[config.mk]
export PLATFORM = sky130hd
export DESIGN_NAME = alu_arbiter
export DESIGN_NICKNAME = d
export VERILOG_FILES = /design/src/rtl/alu_arbiter.sv
export SDC_FILE = /design/constraint.sdc
export NUM_CORES = 1
export LEC_CHECK = 0
export ABC_CLOCK_PERIOD_IN_PS = 4600
export CORE_MARGIN = 2
export CORE_UTILIZATION = 40
export DETAILED_ROUTE_END_ITERATION = 10
export PLACE_DENSITY = 0.78
export SLEW_MARGIN = 5
export SYNTH_ARGS = -nofsm -noshare
export SYNTH_HDL_FRONTEND = slang
export SYNTH_SLANG_ARGS = --single-unit
[constraint.sdc]
create_clock -name clk -period 4.6 [get_ports clk]
set_clock_uncertainty 0.15 [all_clocks]
set_input_delay 0.92 -clock clk [delete_from_list [all_inputs] [get_ports clk]]
set_output_delay 0.92 -clock clk [all_outputs]
set_load 0.02 [all_outputs]
[src/rtl/alu_arbiter.sv]
// alu_arbiter
// Shares one combinational 4-bit ALU between two requesters. A round-robin
// grant picks one requester in IDLE, its operands are latched and presented to
// the ALU for one cycle (EXEC). The ALU result is registered and returned on a
// valid/ready response channel tagged with the requester id (RESP).
//
// Ports
//   clk, rst                   clock, synchronous active-high reset
//   reqN_valid/ready           request handshake for requester N (0/1)
//   reqN_a, reqN_b, reqN_op    requester N operands and opcode
//   alu_a, alu_b, alu_op       registered drive to the shared ALU
//   alu_result                 combinational ALU result
//   resp_valid/ready           response handshake
//   resp_id, resp_data         owner and registered result of the response
//   busy                       high whenever the FSM is not in IDLE
//   done_cnt                   completed responses, wraps mod 2^CNT_W
module alu_arbiter #(
  parameter int DATA_W = 4,
  parameter int OP_W   = 3,
  parameter int CNT_W  = 8
) (
  input  logic              clk,
  input  logic              rst,
  input  logic              req0_valid,
  output logic              req0_ready,
  input  logic [DATA_W-1:0] req0_a,
  input  logic [DATA_W-1:0] req0_b,
  input  logic [OP_W-1:0]   req0_op,
  input  logic              req1_valid,
  output logic              req1_ready,
  input  logic [DATA_W-1:0] req1_a,
  input  logic [DATA_W-1:0] req1_b,
  input  logic [OP_W-1:0]   req1_op,
  output logic [DATA_W-1:0] alu_a,
  output logic [DATA_W-1:0] alu_b,
  output logic [OP_W-1:0]   alu_op,
  input  logic [DATA_W-1:0] alu_result,
  output logic              resp_valid,
  input  logic              resp_ready,
  output logic              resp_id,
  output logic [DATA_W-1:0] resp_data,
  output logic              busy,
  output logic [CNT_W-1:0]  done_cnt
);

  typedef enum logic [1:0] {
    IDLE = 2'd0,
    EXEC = 2'd1,
    RESP = 2'd2
  } state_t;

  state_t              state;
  logic [DATA_W-1:0]   a_p0;
  logic [DATA_W-1:0]   b_p0;
  logic [OP_W-1:0]     op_p0;
  logic                id_p0;
  logic                last_grant;
  logic                win0;
  logic                win1;

  // A lone requester always wins; under contention the one not served last wins.
  always_comb begin
    win0 = req0_valid && (!req1_valid || last_grant);
    win1 = req1_valid && (!req0_valid || !last_grant);
  end

  assign req0_ready = (state == IDLE) && !rst && win0;
  assign req1_ready = (state == IDLE) && !rst && win1;

  assign alu_a  = a_p0;
  assign alu_b  = b_p0;
  assign alu_op = op_p0;

  always_ff @(posedge clk) begin
    if (rst) begin
      state      <= IDLE;
      a_p0       <= '0;
      b_p0       <= '0;
      op_p0      <= '0;
      id_p0      <= 1'b0;
      last_grant <= 1'b1;
      resp_valid <= 1'b0;
      resp_id    <= 1'b0;
      resp_data  <= '0;
      busy       <= 1'b0;
      done_cnt   <= '0;
    end else begin
      unique case (state)
        // Stage 0: grant and latch operands of the winning requester.
        IDLE: begin
          if (req0_ready || req1_ready) begin
            a_p0       <= req1_ready ? req1_a  : req0_a;
            b_p0       <= req1_ready ? req1_b  : req0_b;
            op_p0      <= req1_ready ? req1_op : req0_op;
            id_p0      <= req1_ready;
            last_grant <= req1_ready;
            busy       <= 1'b1;
            state      <= EXEC;
          end
        end
        // Stage 1: ALU sees the latched operands; capture its result.
        EXEC: begin
          resp_data  <= alu_result;
          resp_id    <= id_p0;
          resp_valid <= 1'b1;
          state      <= RESP;
        end
        // Stage 2: hold the response until the consumer takes it.
        RESP: begin
          if (resp_ready) begin
            resp_valid <= 1'b0;
            done_cnt   <= done_cnt + CNT_W'(1);
            busy       <= 1'b0;
            state      <= IDLE;
          end
        end
        default: begin
          state      <= IDLE;
          resp_valid <= 1'b0;
          busy       <= 1'b0;
        end
      endcase
    end
  end

endmodule

# Yosys cells after proc, flatten, opt, wreduce, memory -nomap -nowiden
# Cells that the tools add are included.
dict set report classes {
  n_addsub 1
  n_mul 0
  div 0
  order_cmp 0
  eq_ne 4
  shifts 0
  muxes 10
  bitwise_logic 2
  reduce_logical 18
}
# op n
set op_table {}
lappend op_table {{8-bit by 1-bit adder with 8-bit output (second input constant)} 1}
lappend op_table {{4-bit two-way mux} 2}
lappend op_table {{2-bit AND reduction} 4}
lappend op_table {{1-bit case mux with 3 select lines} 2}
lappend op_table {{2-bit case mux with 3 select lines} 1}
lappend op_table {{1-bit logical AND} 5}
lappend op_table {{1-bit logical NOT} 4}
lappend op_table {{2-bit two-way mux} 2}
lappend op_table {{1-bit logical OR} 3}
lappend op_table {{3-bit two-way mux} 1}
lappend op_table {{3-bit AND reduction} 1}
lappend op_table {{2-bit by 1-bit == test with 1-bit output (second input constant)} 1}
lappend op_table {{2-bit == test (second input constant)} 1}
lappend op_table {{2-bit logical NOT} 1}
lappend op_table {{1-bit two-way mux} 2}
lappend op_table {{2-bit by 1-bit inequality test with 1-bit output (second input constant)} 1}
lappend op_table {{2-bit inequality test (second input constant)} 1}
lappend op_table {{1-bit NOT} 2}
dict set report word_totals {
  ff_bits 30
  latchBits 0
  mem_bits_rw 0
  mem_bits_ro 0
  input_bits 31
  output_inout_bits 28
  elab_cells 46
  n_memories 0
}

# Depth between registers and ports, before layout
# Gate-level depths: netlist of run 1.
dict set report depth {
  depth_word 7
  depth_mapped 4
  ltp_nobuf 4
}

# Least setup slack after synthesis of run 1
# Ideal clock, no wire load.
dict set report synth_path {
  path_type {input to output}
  start {in rst}
  end {out req1_ready}
  arrival_time_ps 1766
  t_required_ps 3530
  path_slack_ps 1764
  cell_stages 3
  path_buffers 1
  cell_sequence {or3_1 > buf_2 > nor2_1}
}
dict set report synth_via {
  elab_chain_cells 3
}
# item line
set synth_rtl {}
lappend synth_rtl {{from (decl)} 23} ;# input logic rst,
lappend synth_rtl {{1-bit logical NOT} 68} ;# assign req1_ready = (state == IDLE) && !rst && win1;
lappend synth_rtl {{1-bit logical AND (2 in series)} 68}
lappend synth_rtl {{to (decl)} 30} ;# output logic req1_ready,
# Every way passes these cells.

# Worst setup path in the final report of run 1
dict set report layout_path {
  start {in rst}
  end {out req0_ready}
}
dict set report layout_via {
  elab_chain_cells 3
}
# item line
set layout_rtl {}
lappend layout_rtl {{1-bit logical NOT} 67} ;# assign req0_ready = (state == IDLE) && !rst && win0;
lappend layout_rtl {{1-bit logical AND (2 in series)} 67}
lappend layout_rtl {{to (decl)} 25} ;# output logic req0_ready,
# Every way passes these cells.

==> metrics, run 1 <==
outcome=completed; # nets final=around 240; share of cells above drive strength 1=0.0735; period utilization=0.859; drt wl/cell=around 14 µm; post-route setup slack=649 ps; starting DRC count in detailed routing=55; Post-Syn Area=0.00133 mm²; Final Hold Vio Count=0; vias per inst=5.36; Internal Power=0.000420 W; Worst-path clk slew=80 ps; H-tree Lvls=2; Critical Path Max Stage Delay=around 660 ps; core box area=0.00310 mm²; initial antenna violation count=0; largest net degree at the start of global routing=31; Clock Sinks=30; kind of critical path=input port to primary output; antenna cells=0; sequential-to-total area share from yosys stat=0.453; share of the synthesized area in the top cell type=0.453; Die Span Y=61.6 µm; syn avg cell area=8.96 µm²; pwr dens=293 mW/mm²; Port Buf Inserts=58; Yosys warning total=0; vias in the first global route=1275; Critical Path Source Type=input port; # IOs=59; DR vias=1329; area grow syn2layout=49.8%; Synth Register Bits=30; Post-Place Setup Slack=about 650 ps; setup_tns=0 ps; Crit path required time=3530 ps; fmax=253 MHz; post-route ant nets=0; Gate power share=0.246; post-cts sizing count=0; Post-DP HPWL=roughly 2500 µm; Leak=0.708 nW; Initial Utilization=0.427; Slew Limit Fails=0; syn nets=180; routability cong.=0.806; CP max stage cell=clkdlybuf4s50_1; die area=0.00379 mm²; Switching Fraction=0.279; dpl cells=242; crit-path cells=clkdlybuf4s50_1 > or3_1 > a211oi_2 > clkdlybuf4s50_1; Post-DP Area=roughly 0.0019 mm²; CP most frequent cell=clkdlybuf4s50_1; RSZ-0062 raised after global routing=no; Final Non-Filler Cells=248; Max FO, Critical Path=14; Setup Viol. Count Final=0; synth unique cells=34; CTS root buf=clkbuf_4; Post-CTS Setup Bufs=0; Final min period=3950 ps; Crit. End Element=primary output; clock tree buffer depth=2; DRC violations left=0; CTS tree=built; CP arrival=between 2000 and 3000 ps; top_reg_cell synth=dfxtp_1; Chip Width=61.6 µm; grt total ovfl=0; Max VDD drop=approximately 0.25 mV; Mapped Cells=roughly 150; largest area contributor in the netlist=dfxtp_1; HP Class=register to register; hold_buf cts=0; Tot GR Track Use=0.190; first-pass GRT wire length=5360 µm; Post-Route WL=3460 µm; cell row count=20; sequential share of power=0.498; worst-margin pin slew=around 620 ps; number of CTS-inserted buffers=5; Net Switching=0.000162 W; synth top area cells=dfxtp_1 45%, a311oi_1 7.3%, a21oi_1 6.0%, o21ai_0 4.9%, mux2i_1 4.5%; flop-to-flop setup slack=2830 ps; Slew Limit Headroom=0.586; final instance area=0.00199 mm²; async set-or-reset flop fraction in the synthesized netlist=0; Post-synth EDFFs=0; clock share of power=0.256; clock latency on the worst-skew pair=~310 ps; MaxCap Viol Count=0; 1st-pass router iterations=4
critical path, delay by kind of cell:
kind,cells,cell delay (ps)
buffers and inverters,2,1100
AO/OA/AOI/OAI,1,340
AND/OR/NAND/NOR,1,520
synthesized netlist by cell type (2+ instances only):
| master | number |
|---|---|
| inv_1 | 5 |
| dfxtp_1 | 30 |
| or4_1 | 2 |
| nand3_1 | 12 |
| buf_2 | 6 |
| nand2_1 | 2 |
| o21ai_0 | 13 |
| nor2_1 | 13 |
| a21oi_1 | 16 |
| nor2b_1 | 2 |
| mux2i_1 | 6 |
| o21a_1 | 2 |
| clkbuf_1 | 5 |
| o31ai_1 | 2 |
| or3_1 | 3 |
| a311oi_1 | 11 |
power groups by stage:
stage | Combinational, W | Clock (W) | Sequential, W
6_report | 0.000143 | 0.000149 | 0.000290
5_1_grt | 0.000154 | 0.000162 | 0.000292
4_1_cts | 0.000144 | 0.000152 | 0.000290
3_5_place_dp | 0.000143 | 0 | 0.000296
3_3_place_gp | 0.000140 | 0 | 0.000295
2_1_floorplan | 0.0000565 | 0 | 0.000312
path summary, 6_finish.rpt:
path	from	endpoint	depth (start not counted)
max	rst	req0_ready	4
min	busy$_SDFFE_PP0P_	busy$_SDFFE_PP0P_	1
max reg2reg	state[1]$_SDFFE_PP0P_	alu_a[1]$_SDFFE_PP0P_	4
min reg2reg	busy$_SDFFE_PP0P_	busy$_SDFFE_PP0P_	1
kinds of logic (layout without fill, tap and decap cells):
| logic type | count (synthesis) | after routing | share of synthesized area |
|---|---|---|---|
| AOI/OAI and AO/OA | 50 | 50 | 0.243 |
| xor gates and xnor gates | 2 | 2 | 0.0132 |
| adders and majority gates | 1 | 1 | 0.00943 |
| buffers and inverters | 16 | 72 | 0.0509 |
| DFF | 30 | 30 | 0.453 |
| muxes | 7 | 7 | 0.0538 |
| and+or+nand+nor | 42 | 42 | 0.176 |
per-stage QoR:
step	utilization	hold slack [ps]	power [W]
after floorplan	-	307	0.000369
after global placement	0.624	299	0.000435
after detailed placement	0.624	300	0.000439
after CTS	0.640	332	0.000585
after global routing	0.640	339	0.000609
final	0.640	320	0.000582
per-layer routing:
layer  share of wire  GRT usage  wire length (µm)
met1            0.43      0.231              1500
met3           0.043     0.0399               150
met4           0.015     0.0912                52
met2            0.51      0.319              1760
met5               0          0                 0
final cells by class:
class,instances,area (µm²)
sequential,30,601
multi-input combinational,102,658
fill,270,1120
tap,44,55.1
timing repair buffer,61,603
inverter,5,18.8
clock buffer,6,51.3
state kept, by name (all words and copies together), names as in the netlist, 2 cells and up:
| signal | count |
|---|---|
| resp_data | 4 |
| alu_op | 3 |
| done_cnt | 8 |
| state | 2 |
| alu_b | 4 |
| alu_a | 4 |
placed cells by master, fill, tap and decap left out, drive strengths merged, types with 5 or more instances in the layout:
cell           synthesis  routed
a21oi                 16      16
a311oi                11      11
clkbuf                 5       6
clkdlybuf4s50          0      58
dfxtp                 30      30
inv                    5       5
mux2i                  6       6
nand3                 12      12
nor2                  13      13
o21ai                 14      14
Power figures use the tool's default switching activity.
==> inputs of run 2 (changes only) <==
Settings changed: CORE_MARGIN 2 to 4, CTS_CLUSTER_SIZE set to 14.
==> metrics, run 2 (synthesized netlist as in run 1, its figures left out) <==
outcome=completed; DRC violations left=0 (unchanged); antenna cells=0 (unchanged); die area=0.00430 mm² (+13%); Worst-path clk slew=100 ps (+20 ps); Final Non-Filler Cells=250 (+0.81%); Internal Power=0.000535 W (+28%); CTS tree=built; Slew Limit Fails=0 (unchanged); area grow syn2layout=54.3%; setup_tns=0 ps (unchanged); MaxCap Viol Count=0 (unchanged); Critical Path Max Stage Delay=650 ps (about the same); Layout Utilization=0.660 (+0.0194); routability cong.=0.766 (-5.0%); Tot Pwr=0.000718 W (+23%); hold_buf cts=0 (unchanged); post-route ant nets=0 (unchanged); CP max stage cell=clkdlybuf4s50_1; clock tree buffer depth=2 (unchanged); HP Class=register to register; Setup Viol. Count Final=0 (unchanged); Final Hold Vio Count=0 (unchanged); Port Buf Inserts=58 (unchanged); drt wl/cell=15.2 µm (+8.6%); Crit path required time=3530 ps (about the same); # IOs=59 (unchanged); CP most frequent cell=clkdlybuf4s50_1; first-pass GRT wire length=6240 µm (+16%); Biggest register=done_cnt; filler cell count in the final layout=284 (+5.2%); 1st-pass router iterations=4 (unchanged); Switching Fraction=0.254 (-0.0248); Leak=0.736 nW (+4.0%); Max VDD drop=0.207 mV (-16%); Net Switching=0.000183 W (+12%); Critical Path Source Type=input port; pwr dens=351 mW/mm² (+20%); Max FO, Critical Path=14 (unchanged); highest routing layer actually used=met4; met3 WL post-DR=171 µm (+14%); # nets final=237 (unchanged); Crit. End Element=primary output; CP bufs+invs=2 (unchanged); largest net degree at the start of global routing=31 (unchanged); Clock Sinks=30 (unchanged); starting DRC count in detailed routing=99 (+80%); Post-CTS Setup Bufs=0 (unchanged); Initial Utilization=0.427 (unchanged); vias per inst=5.29 (-1.3%); met2 WL post-DR=1890 µm (+7.0%); Final min period=3900 ps (-53.5 ps); CP arrival=2830 ps (-50 ps); core box area=0.00310 mm² (unchanged); post-cts sizing count=0 (unchanged); cell row count=20 (unchanged); clock share of power=0.394 (+0.138); period utilization=0.847 (-0.0116); H-tree Lvls=2 (unchanged); most frequent cells in the layout=58 x clkdlybuf4s50_1, 30 x dfxtp_1, 16 x a21oi_1; Tot GR Track Use=0.188 (-0.00229); Post-Place Setup Slack=714 ps (+60.2 ps); share of cells above drive strength 1=0.0825 (+0.00899); Chip Width=65.6 µm (+6.5%); max reg flops=8 (unchanged); DR vias=1322 (-0.53%); sequential share of power=0.404 (-0.094); initial antenna violation count=0 (unchanged); post-route setup slack=702 ps (+53.5 ps); Post-Route WL=3790 µm (+9.5%); Gate power share=0.202 (-0.044); wl on met1=1610 µm (+7.4%); crit-path cells=clkdlybuf4s50_1 > or3_1 > a211oi_2 > clkdlybuf4s50_1; fmax=257 MHz (+1.4%); Post-DP HPWL=2730 µm (+8.5%); kind of critical path=input port to primary output; number of CTS-inserted buffers=5 (unchanged); Die Span Y=65.6 µm (+6.5%); worst-margin pin slew=578 ps (-41.4 ps); vias in the first global route=1357 (+6.4%); dpl cells=242 (unchanged); Slew Limit Headroom=0.614 (+0.0276); most common cell after layout, fill and taps aside=clkdlybuf4s50_1; clock latency on the worst-skew pair=340 ps (+30 ps); Crit path max-delay family=buffers and inverters; CTS root buf=clkbuf_4; RSZ-0062 raised after global routing=no; grt total ovfl=0 (unchanged)
[run 2: cell types whose count changed in the layout (fill, tap and decap cells not counted)]
cell       previous run  this run
bufinv_16             0         2
[run 2: worst paths after layout]
path / startpoint / cells past startpoint / endpoint / slack (ps)
min: busy$_SDFFE_PP0P_ / 1 / busy$_SDFFE_PP0P_ / 320
max: rst / 4 / req0_ready / 700
max reg2reg: state[1]$_SDFFE_PP0P_ / 4 / alu_b[2]$_SDFFE_PP0P_ / 2730
min reg2reg: busy$_SDFFE_PP0P_ / 1 / busy$_SDFFE_PP0P_ / 320
[run 2: through the flow]
stage / instance area [µm²] / hold WS (ps)
2_1_floorplan: 1330 / 307
3_3_place_gp: 1940 / 291
3_5_place_dp: 1940 / 299
4_1_cts: 2050 / 329
5_1_grt: 2050 / 361
6_report: 2050 / 322
[run 2: final cells by class]
cell class	count	area, µm²	area share
clock inverters	2	60.1	0.0293
multi-input cells	102	658	0.322
repair buffers	61	603	0.295
flip-flops and latches	30	601	0.293
well taps	44	55.1	0.0269
clock buffers	6	51.3	0.0251
inverters	5	18.8	0.00917
[run 2: routing by layer]
layer  GRT usage  vias to the layer above
met2       0.310                       44
met5           0                        -
met1       0.224                      602
li1            -                      662
met4       0.106                        0
met3      0.0410                       14
[run 2: power by group through the flow]
stage                     Combinational [W]  Clock, W  Sequential, W
after floorplan                   0.0000565         0       0.000312
after detailed placement           0.000144         0       0.000296
after CTS                          0.000145  0.000286       0.000290
after global routing               0.000157  0.000294       0.000293
final                              0.000145  0.000283       0.000290
after global placement             0.000140         0       0.000295
==> inputs of run 3 (changes only) <==
Settings changed: ABC_CLOCK_PERIOD_IN_PS 4600 to 3200, CORE_UTILIZATION 40 to 37, PLACE_DENSITY 0.78 to 0.76.
Clock period 4.6 ns to 3.2 ns, I/O delays scaled along.
==> metrics, run 3 (synthesized netlist as in run 1, its figures left out) <==
fmax=about 330 MHz; capture point of the worst reg-to-reg path=alu_op[2]$_SDFFE_PP0P_; # nets final=239 (+0.84%); vias in the first global route=1296 (-4.5%); WHS=329 ps (+6.57 ps); Critical Path Source Type=input port; first-pass GRT wire length=6020 µm (-3.4%); worst-margin pin slew=619 ps (+40.6 ps); pwr dens=419 mW/mm² (+20%); # IOs=59 (unchanged); Tot GR Track Use=0.171 (-0.0165); Crit path required time=2410 ps (-1120 ps); HP Class=register to register; Slew Limit Headroom=0.587 (-0.0271); FF-to-FF path depth=4 (unchanged); Final Non-Filler Cells=252 (+0.80%); CTS tree=built; antenna cells=0 (unchanged); Worst-path clk slew=80 ps (-20 ps); starting DRC count in detailed routing=81 (-18%); Chip Width=67.9 µm (+3.5%); number of CTS-inserted buffers=5 (unchanged); Max FO, Critical Path=13 (-1); initial antenna violation count=0 (unchanged); Post-DP HPWL=2830 µm (+3.7%); RSZ-0062 raised after global routing=no; drt wl/cell=15.1 µm (-0.32%); post-route ant nets=0 (unchanged); Slew Limit Fails=0 (unchanged); dpl cells=246 (+1.7%); Clock Sinks=30 (unchanged); Leak=0.733 nW (-0.36%); clock tree buffer depth=2 (unchanged); H-tree Lvls=2 (unchanged); Post-Route WL=3810 µm (+0.48%); core box area=0.00339 mm² (+9.2%); post-route setup slack=165 ps (-537 ps); final instance area=0.00201 mm² (-2.0%); most frequent cells in the layout=57 x clkdlybuf4s50_1, 30 x dfxtp_1, 16 x a21oi_1; Final min period=3030 ps; vias per inst=5.36 (+1.4%); die area=0.00461 mm² (+7.1%); CTS root buf=clkbuf_4; Crit. End Element=primary output; flop-to-flop setup slack=1370 ps (-1360 ps); Post-Place Setup Slack=75.8 ps (-639 ps); Min-Delay Startpoint=busy$_SDFFE_PP0P_; Post-DP Area=0.00195 mm² (+0.90%); largest net degree at the start of global routing=31 (unchanged); most common cell after layout, fill and taps aside=clkdlybuf4s50_1; Biggest register=done_cnt; worst r2r src=state[0]$_SDFFE_PP0P_; 1st-pass router iterations=4 (unchanged); setup_tns=0 ps (unchanged); Die Span Y=67.9 µm (+3.5%); CP arrival=2240 ps (-590 ps); share of cells above drive strength 1=0.0825 (unchanged); Max VDD drop=0.288 mV (+39%); Initial Utilization=0.391 (-0.0361); cell row count=21 (+5.0%); kind of critical path=input port to primary output; outcome=completed; Final Hold Vio Count=0 (unchanged); DR vias=1351 (+2.2%); hold path depth=1 (unchanged); Setup Viol. Count Final=0 (unchanged); clock latency on the worst-skew pair=310 ps (-30 ps); grt total ovfl=0 (unchanged); DRC violations left=0 (unchanged); period utilization=0.948; max reg flops=8 (unchanged); Port Buf Inserts=58 (unchanged); routability cong.=0.760 (-0.78%); area grow syn2layout=51.3%; Hold Path Sink=busy$_SDFFE_PP0P_; MaxCap Viol Count=0 (unchanged)
## run 3: worst max-delay path: stages
cell and delay, ps:
clkdlybuf4s50_1 530, a21bo_2 330, nor2_1 130, clkdlybuf4s50_1 620
## run 3: cell type report
class / count / area, µm²
clock buffers: 6 / 51.3
fillers: 296 / 1380
well taps: 46 / 57.6
repair buffers: 63 / 621
inverters: 5 / 18.8
flip-flops and latches: 30 / 601
multi-input cells: 102 / 658
## run 3: what timing repair did
| action | CTS | global route |
|---|---|---|
| hold buffers | 0 | 0 |
| setup buffers | 0 | 0 |
| endpoints found under the setup margin | 0 | 1 |
| resized for setup | 0 | 1 |
| hold endpoints to repair | 0 | 0 |
## run 3: per-stage QoR
stage / utilization / total power [W]
2_1_floorplan: - / 0.000530
3_3_place_gp: 0.576 / 0.000630
6_report: 0.592 / 0.000842
4_1_cts: 0.591 / 0.000852
5_1_grt: 0.592 / 0.000887
3_5_place_dp: 0.576 / 0.000636
## run 3: layer usage
layer / track usage / wire (µm) / up-vias
met5: 0 / 0 / -
met4: 0.0397 / 36 / 0
met3: 0.0542 / 247 / 5
met2: 0.288 / 1980 / 59
met1: 0.214 / 1540 / 625
li1: - / - / 662
## run 3: worst max path at each step
stage                 endpoint       start
floorplan           req1_ready         rst
global placement    req0_ready         rst
detailed placement  req0_ready         rst
CTS                 req0_ready         rst
global route        req1_ready  req1_valid
finish              req1_ready  req1_valid
## run 3: where the power goes
| part | switching, W | internal, W | leakage [nW] | total [W] |
|---|---|---|---|---|
| combinational | 0.000103 | 0.000108 | 0.458 | 0.000211 |
| clock | 0.000115 | 0.0000988 | 0.0302 | 0.000214 |
| sequential | 0.0000181 | 0.000399 | 0.246 | 0.000417 |
